--- config.mk ---
export PLATFORM = sky130hd
export DESIGN_NAME = path_encoder_8to3
export DESIGN_NICKNAME = d
export VERILOG_FILES = /design/src/rtl/path_encoder_8to3_pkg.sv /design/src/rtl/rr_pick8.sv /design/src/rtl/path_encoder_8to3.sv
export SDC_FILE = /design/constraint.sdc
export NUM_CORES = 1
export LEC_CHECK = 0
export CAP_MARGIN = 15
export CORE_MARGIN = 2
export CORE_UTILIZATION = 56
export DETAILED_ROUTE_END_ITERATION = 8
export PLACE_DENSITY = 0.89
export SETUP_SLACK_MARGIN = 0.5
export SKIP_CTS_REPAIR_TIMING = 1
export SYNTH_ARGS = -nofsm -noshare
export SYNTH_HDL_FRONTEND = slang
export SYNTH_HIERARCHICAL = 1
export SYNTH_SLANG_ARGS = --single-unit
--- constraint.sdc ---
create_clock -name clk1 -period 8.5 [get_ports clk1]
set_input_delay 1.275 -clock clk1 [delete_from_list [all_inputs] [get_ports clk1]]
set_output_delay 1.275 -clock clk1 [all_outputs]
set_load 0.005 [all_outputs]
--- src/rtl/path_encoder_8to3_pkg.sv ---
// Shared path/select definitions for the 8-to-3 path encoder and its 3-to-8 partner.
// Also holds the one-hot and population-count helpers used by the encoder datapath.
package path_encoder_8to3_pkg;

  localparam int unsigned PathN = 8;
  localparam int unsigned SelW  = 3;

  function automatic logic [PathN-1:0] onehot(input logic [SelW-1:0] sel);
    logic [PathN-1:0] r;
    r      = '0;
    r[sel] = 1'b1;
    return r;
  endfunction

  function automatic logic [3:0] popcount8(input logic [PathN-1:0] v);
    logic [3:0] n;
    n = '0;
    for (int i = 0; i < int'(PathN); i++) begin
      n = n + {3'b000, v[i]};
    end
    return n;
  endfunction

endpackage

--- src/rtl/rr_pick8.sv ---
// Rotating-priority picker: first set bit of req scanning ptr, ptr+1, ... modulo 8.
module rr_pick8
  import path_encoder_8to3_pkg::*;
(
  input  logic [PathN-1:0] req,
  input  logic [SelW-1:0]  ptr,
  output logic             any,
  output logic [SelW-1:0]  idx
);

  logic [SelW-1:0] pos;

  always_comb begin
    any = 1'b0;
    idx = '0;
    pos = '0;
    for (int i = 0; i < int'(PathN); i++) begin
      pos = ptr + SelW'(i);
      if (!any && req[pos]) begin
        any = 1'b1;
        idx = pos;
      end
    end
  end

endmodule

--- src/rtl/path_encoder_8to3.sv ---
// Collects one-hot path requests, latches them and re-encodes them to a 3-bit select,
// one code per handshake, served round-robin so simultaneous requests are never lost.
module path_encoder_8to3
  import path_encoder_8to3_pkg::*;
#(
  parameter int unsigned CNT_W = 8
) (
  input  logic               clk1,
  input  logic               rst1,
  input  logic [PathN-1:0]   path,
  input  logic               out_ready,
  output logic [SelW-1:0]    select,
  output logic               sel_valid,
  output logic [PathN-1:0]   pending,
  output logic [CNT_W-1:0]   merge_cnt
);

  logic [SelW-1:0]  select_q, select_d;
  logic             sel_valid_q, sel_valid_d;
  logic [PathN-1:0] pending_q, pending_d;
  logic [SelW-1:0]  ptr_q, ptr_d;
  logic [CNT_W-1:0] merge_cnt_q, merge_cnt_d;

  logic [PathN-1:0] cand;
  logic             cand_any;
  logic [SelW-1:0]  pick;
  logic             load;
  logic [PathN-1:0] pick_mask;
  logic [PathN-1:0] clear_mask;
  logic [PathN-1:0] merges;
  logic [CNT_W:0]   merge_sum;

  assign cand = pending_q | path;

  rr_pick8 u_pick (
    .req (cand),
    .ptr (ptr_q),
    .any (cand_any),
    .idx (pick)
  );

  assign load      = (~sel_valid_q | out_ready) & cand_any;
  assign pick_mask = load ? onehot(pick) : '0;
  // A fresh request landing on an already-pending bit that is being loaded survives.
  assign clear_mask = pick_mask & ~(path & pending_q);
  assign merges     = path & pending_q & ~pick_mask;
  assign merge_sum  = {1'b0, merge_cnt_q} + (CNT_W + 1)'(popcount8(merges));

  always_comb begin
    select_d    = select_q;
    sel_valid_d = sel_valid_q;
    ptr_d       = ptr_q;
    if (load) begin
      select_d    = pick;
      sel_valid_d = 1'b1;
      ptr_d       = pick + 1'b1;
    end else if (out_ready) begin
      sel_valid_d = 1'b0;
    end
    pending_d   = cand & ~clear_mask;
    merge_cnt_d = merge_sum[CNT_W] ? {CNT_W{1'b1}} : merge_sum[CNT_W-1:0];
  end

  always_ff @(posedge clk1 or posedge rst1) begin
    if (rst1) begin
      select_q    <= '0;
      sel_valid_q <= 1'b0;
      pending_q   <= '0;
      ptr_q       <= '0;
      merge_cnt_q <= '0;
    end else begin
      select_q    <= select_d;
      sel_valid_q <= sel_valid_d;
      pending_q   <= pending_d;
      ptr_q       <= ptr_d;
      merge_cnt_q <= merge_cnt_d;
    end
  end

  assign select    = select_q;
  assign sel_valid = sel_valid_q;
  assign pending   = pending_q;
  assign merge_cnt = merge_cnt_q;

endmodule

=== Word-level counts from Yosys, hierarchy flattened ===
Cells that the tools add are included.

* Logic and storage cells: 96
* Bits of input ports: 11
* Output and inout port bits: 20
* Bits in registers: 23

* Muxes and demuxes: 38
* Bitwise gates (word level): 11
* Reductions and logical operators: 16
* Add/sub/neg operators: 16
* $lt $le $gt $ge: 10

{| class="wikitable"
|+ Operator list
! kind !! number
|-
| $lt A3 B4 Y1 const B || 9
|-
| $and A8 B8 Y8 || 4
|-
| $bmux W1 S3 || 8
|-
| $mux W3 || 8
|-
| $not A8 Y8 || 3
|-
| $mux W1 || 19
|-
| $add A4 B1 Y4 || 4
|-
| $mux W8 || 2
|-
| $add A3 B3 Y3 const B || 4
|-
| $add A8 B4 Y9 || 1
|-
| $logic_and A1 B1 Y1 || 8
|-
| $or A8 B8 Y8 || 1
|-
| $logic_not A1 Y1 || 7
|-
| $add A3 B1 Y3 const B || 2
|-
| $add A3 B2 Y3 const B || 2
|-
| $add A3 B1 Y4 || 1
|-
| $add A2 B1 Y3 || 1
|-
| $demux W1 S3 || 1
|-
| $ge A3 B1 Y1 const B || 1
|-
| $add A1 B1 Y2 || 1
|-
| $reduce_bool A2 Y1 || 1
|-
| $and A1 B1 Y1 || 1
|-
| $not A1 Y1 || 1
|-
| $or A1 B1 Y1 || 1
|}

=== Depth between registers and ports, before layout ===
* Depth after elaboration: 41
* Depth in mapped cells: 27
* Gate-level depth less buffers: 23

=== By module ===
The synthesis kept the hierarchy.

{| class="wikitable"
|+ By module, submodules not included
! module !! instances !! cells each !! area each (sq um) !! seq. area each (sq um)
|-
| path_encoder_8to3 || 1 || 124 || 1273.7 || 575.6
|-
| rr_pick8 || 1 || 121 || 1081.0 || 0.0
|}

=== Least setup slack after synthesis ===
Ideal clock, no wire load.

* Path kind: input port to flip-flop
* From: in path[6]
* To: reg merge_cnt_q[6], in the netlist merge_cnt[6]
* Data arrival time: 6.866 ns
* Cell stages on the path: 20
* Setup time: 0.125 ns
* Buffers on the path: 0
* Slack: 1.509 ns
* Required time: 8.375 ns
* Cells stage by stage: or2_2 > mux4_2 > mux2_4 > or2_1 > o311a_1 > a31oi_1 > nand2b_1 > nor3_1 > nor2_1 > fa_1 > inv_1 > fa_1 > inv_1 > fa_1 > fa_1 > fa_1 > a21o_1 > a21oi_2 > nor2_1 > mux2_2

* Cells in the longest elaborated chain, start to end: 41
* Elaborated cells between the ends (all ways): 66
* Those cells by class: add/sub (8); order compare (2); mux (36); bitwise (5); reduce/logical (15)

{| class="wikitable"
|+ Ends and longest elaborated chain
! element !! RTL line !! source
|-
| start: declaration || path_encoder_8to3.sv:10 || <nowiki>input logic [PathN-1:0] path,</nowiki>
|-
| $or A8 B8 Y8 * || path_encoder_8to3.sv:33 || <nowiki>assign cand = pending_q | path;</nowiki>
|-
| $bmux W1 S3 || rr_pick8.sv:19 || <nowiki>if (!any && req[pos]) begin</nowiki>
|-
| $mux W1 (implied by the code) || rr_pick8.sv:19 ||
|-
| $mux W1 || rr_pick8.sv:19 ||
|-
| $logic_not A1 Y1 || rr_pick8.sv:19 ||
|-
| $logic_and A1 B1 Y1 || rr_pick8.sv:19 ||
|-
| $mux W1 || rr_pick8.sv:19 ||
|-
| $logic_not A1 Y1 || rr_pick8.sv:19 ||
|-
| [... 17 more ...] || n/a ||
|-
| net pick[1] || path_encoder_8to3.sv:26 || <nowiki>logic [SelW-1:0] pick;</nowiki>
|-
| [... 7 more ...] || n/a ||
|-
| $add A1 B1 Y2 || path_encoder_8to3_pkg.sv:19 || <nowiki>n = n + {3'b000, v[i]};</nowiki>
|-
| $add A2 B1 Y3 || path_encoder_8to3_pkg.sv:19 ||
|-
| $add A3 B1 Y4 || path_encoder_8to3_pkg.sv:19 ||
|-
| $add A4 B1 Y4 (3 in a row) || path_encoder_8to3_pkg.sv:19 ||
|-
| $add A4 B1 Y4 * || path_encoder_8to3_pkg.sv:19 ||
|-
| $add A8 B4 Y9 * || path_encoder_8to3.sv:47 || <nowiki>assign merge_sum = {1'b0, merge_cnt_q} + (CNT_W + 1)'(popcount8(merges));</nowiki>
|-
| $mux W8 * || path_encoder_8to3.sv:61 || <nowiki>merge_cnt_d = merge_sum[CNT_W] ? {CNT_W{1'b1}} : merge_sum[CNT_W-1:0];</nowiki>
|-
| net merge_cnt_d[6] || path_encoder_8to3.sv:22 || <nowiki>logic [CNT_W-1:0] merge_cnt_q, merge_cnt_d;</nowiki>
|-
| end signal: assignment || path_encoder_8to3.sv:76 || <nowiki>merge_cnt_q <= merge_cnt_d;</nowiki>
|-
| end: declaration || path_encoder_8to3.sv:22 ||
|}

The timed path passes the listed nets; every way through them passes the cells marked *. The select of a mux whose other input is x is not followed.
A chain may end at the register's enable or synchronous reset.

=== Final worst setup path ===
* From: in path[6]
* To: reg merge_cnt_q[3], in the netlist merge_cnt[3]

* Cells in the longest elaborated chain, start to end: 41
* Elaborated cells between the ends (all ways): 66
* Those cells by class: add/sub (8); order compare (2); mux (36); bitwise (5); reduce/logical (15)

{| class="wikitable"
|+ Ends and longest elaborated chain
! element !! RTL line !! source
|-
| $or A8 B8 Y8 * || path_encoder_8to3.sv:33 ||
|-
| net cand[6] || path_encoder_8to3.sv:24 || <nowiki>logic [PathN-1:0] cand;</nowiki>
|-
| $bmux W1 S3 || rr_pick8.sv:19 ||
|-
| $mux W1 (implied by the code) || rr_pick8.sv:19 ||
|-
| $mux W1 || rr_pick8.sv:19 ||
|-
| $logic_not A1 Y1 || rr_pick8.sv:19 ||
|-
| $logic_and A1 B1 Y1 || rr_pick8.sv:19 ||
|-
| $mux W1 || rr_pick8.sv:19 ||
|-
| [... 18 more ...] || n/a ||
|-
| net pick[2] || path_encoder_8to3.sv:26 ||
|-
| [... 7 more ...] || n/a ||
|-
| $add A1 B1 Y2 || path_encoder_8to3_pkg.sv:19 ||
|-
| $add A2 B1 Y3 || path_encoder_8to3_pkg.sv:19 ||
|-
| $add A3 B1 Y4 || path_encoder_8to3_pkg.sv:19 ||
|-
| $add A4 B1 Y4 (3 in a row) || path_encoder_8to3_pkg.sv:19 ||
|-
| $add A4 B1 Y4 * || path_encoder_8to3_pkg.sv:19 ||
|-
| $add A8 B4 Y9 * || path_encoder_8to3.sv:47 ||
|-
| $mux W8 * || path_encoder_8to3.sv:61 ||
|-
| net merge_cnt_d[3] || path_encoder_8to3.sv:22 ||
|}

Marked as above.

==> results.sh <==
export IMPL_place_gp_congestion=0.8507
export IMPL_gr_usage_all_layers_pct=26.38
export IMPL_synth_cells=245
export IMPL_ys_ff_latch=23
export IMPL_clk_path_buf_depth=2
export IMPL_powerDensity_nw_per_um2=395.9
export IMPL_drv_cap=0
export IMPL_coreArea_um2=4029
export IMPL_fmax_mhz=130.3
export IMPL_rsz0062_at_grt="false"
export IMPL_drtAntennaViolNets=0
export IMPL_diodes=0
export IMPL_areaGrowthSynthToFinish_pct=15.57
export IMPL_ir_drop_mv=0.3561
export IMPL_wl_per_cell_um=17.31
export IMPL_rows=23
export IMPL_final_hold_viol_count=0
export IMPL_crit_start="path[6]"
export IMPL_fin_crit_sh_pct=90.27
export IMPL_grt_pass1_wl_mm=9.384
export IMPL_syn_area_per_cell_um2=9.611
export IMPL_setup_violations=0
export IMPL_slew_headroom_pct=44.23
export IMPL_fin_crit_ps=7673
export IMPL_layout_common_cells="clkdlybuf4s50_1, nand2_1, dfrtp_1"
export IMPL_setup_worst_path_end="merge_cnt[3]"
export IMPL_root_buffer="clkbuf_8"
export IMPL_crit_arrival_ps=7810
export IMPL_ys_types=55
export IMPL_final_common_cell="clkdlybuf4s50_1"
export IMPL_die_x_um=68.85
export IMPL_r2r_start="ptr_q[0]"
export IMPL_dieArea_um2=4740
export IMPL_r2r_slack_ps=1200
export IMPL_seqPwrFrac_pct=19.1
export IMPL_p_int_mw=0.5833
export IMPL_synthesis_nets=270
export IMPL_first_global_vias=1979
export IMPL_tritoncts="built"
export IMPL_vias=2022
export IMPL_fin_skew_ps=6.090
export IMPL_synth_flop_cell="dfrtp_1"
export IMPL_seq_area_frac_synth_pct=24.44
export IMPL_yosysWarnings=6
export IMPL_dp_hpwl_mm=4.157
export IMPL_drt_wl_total_mm=5.558
export IMPL_grt_max_degree=24
export IMPL_drc=0
export IMPL_grt_overflow_total=0
export IMPL_firstDrtPassIters=5
export IMPL_htreeDepth=1
export IMPL_utilization_pct=67.55
export IMPL_insertion_delay_ps=260
export IMPL_crit_path_start_kind="primary input"
export IMPL_pin_count=31
export IMPL_synth_edff_count=0
export IMPL_initialDrtViolationCount=150
export IMPL_p_leak_nw=1.083
export IMPL_p_comb_share_pct=74.8
export IMPL_cts_sinks=23
export IMPL_timing_rr_end="merge_cnt[3]"
export IMPL_critPathMaxFanout=10
export IMPL_cts_reportedPaths_clkPinSlew_ps=80
export IMPL_r2r_cells=22
export IMPL_crit_required_ps=8630
export IMPL_swShare_pct=45.86
export IMPL_status="finished clean"
export IMPL_die_h_um=68.85
export IMPL_cts_made_buffers=3
export IMPL_clockPowerShare_pct=6.1
export IMPL_switching_power_mw=0.4941
export IMPL_tightestPinTransition_ps=835.7
export IMPL_crit_path_end_kind="flop"
export IMPL_viasPerCell=6.299
export IMPL_drive_gt1_share_pct=16.24
export IMPL_tns_ps=0
export IMPL_syn_area_um2=2355
export IMPL_drv_slew=0
export IMPL_nNetsFinal=297
export IMPL_portBuffers=30
export IMPL_critical_path_class="primary input to flop"
export IMPL_async_flop_share_pct=100.0
export IMPL_hold_class="flop to flop"
export IMPL_antenna_found_initial=0
export IMPL_initial_core_util_pct=58.45
==> final cells by class <==
type	instances	area, µm²
timing repair buffer	32	315.3
clock buffer	3	41.29
tap	50	62.56
fill	314	1308
clock inverter	1	5.005
multi-input combinational	197	1665
inverter	15	56.30
sequential	23	575.6
==> how the worst min path moves through the flow <==
stage,depth (start not counted),from,slack [ps],to
after detailed placement,2,select[0],490,select[0]
after global placement,2,select[0],470,select[0]
after global routing,2,select[0],540,select[0]
after CTS,2,select[0],510,select[0]
after floorplan,2,select[0],470,select[0]
final,1,select[2],510,select[2]
==> per-stage QoR <==
step	std cells	hold WS (ps)	area (µm²)	setup slack, ps	power, mW
global route	321	536.2	2721	528.5	1.183
finish	321	513.1	2721	827.2	1.077
CTS	321	514.1	2706	749.2	1.068
floorplan	245	471.1	2355	1509	0.7890
detailed placement	317	489.0	2660	499.9	0.9882
global placement	317	474.9	2660	680.1	0.9517
==> cells by family (layout without fill, tap and decap cells) <==
logic type | Yosys count | in the layout | share of synthesized area (%)
AO/OA/AOI/OAI | 57 | 57 | 16.95
XOR/XNOR | 5 | 5 | 1.860
adder cells (fa/ha/maj) | 15 | 15 | 9.511
buffers and inverters | 25 | 51 | 5.472
flip-flops | 23 | 23 | 24.44
multiplexers | 31 | 31 | 23.27
AND/OR/NAND/NOR | 89 | 89 | 18.49
==> cell usage after synthesis (all sizes together) (8+ instances only) <==
cell | count | area share [%]
inv | 15 | 2.4
mux2 | 9 | 4.6
nand2 | 26 | 4.1
nand2b | 9 | 2.4
mux4 | 15 | 15
buf | 10 | 3.1
ha | 9 | 4.8
nor2 | 20 | 3.2
dfrtp | 23 | 24
o21ai | 12 | 2.7
nor3 | 8 | 1.9
a21oi | 11 | 2.5
or2 | 10 | 2.7
==> flip-flops by register name, summed over array words and instances (netlist names) <==
register   cells
sel_valid      1
ptr_q          3
pending        8
merge_cnt      8
select         3
==> power by group through the flow <==
stage               logic (mW)  clock network [mW]  registers (mW)
floorplan                0.595                   0           0.194
global placement         0.745                   0           0.207
detailed placement       0.780                   0           0.208
finish                   0.806              0.0653           0.206
global route             0.895              0.0736           0.214
CTS                      0.795              0.0669           0.207
==> routing by layer <==
metal / part of all wire [%] / global-route usage (%) / vias to the layer above
met4: 1.2 / 7.108 / 0
met3: 3.7 / 2.597 / 6
li1: - / - / 968
met2: 52 / 46.03 / 64
met5: 0 / 0 / -
met1: 43 / 35.18 / 984
==> worst max-delay path, stage by stage <==
cell	delay, ps
clkdlybuf4s50_1	440
or2_2	390
mux4_2	570
a21oi_1	230
o311a_1	220
o21ai_2	120
nor3_2	310
a22oi_1	290
nor4_1	460
nor2_1	120
fa_1	530
inv_1	60
fa_1	540
inv_1	60
fa_1	500
fa_1	470
fa_1	420
a21o_1	210
a21oi_2	230
nand2b_1	220
o21ai_0	130
Power figures use the tool's default switching activity.
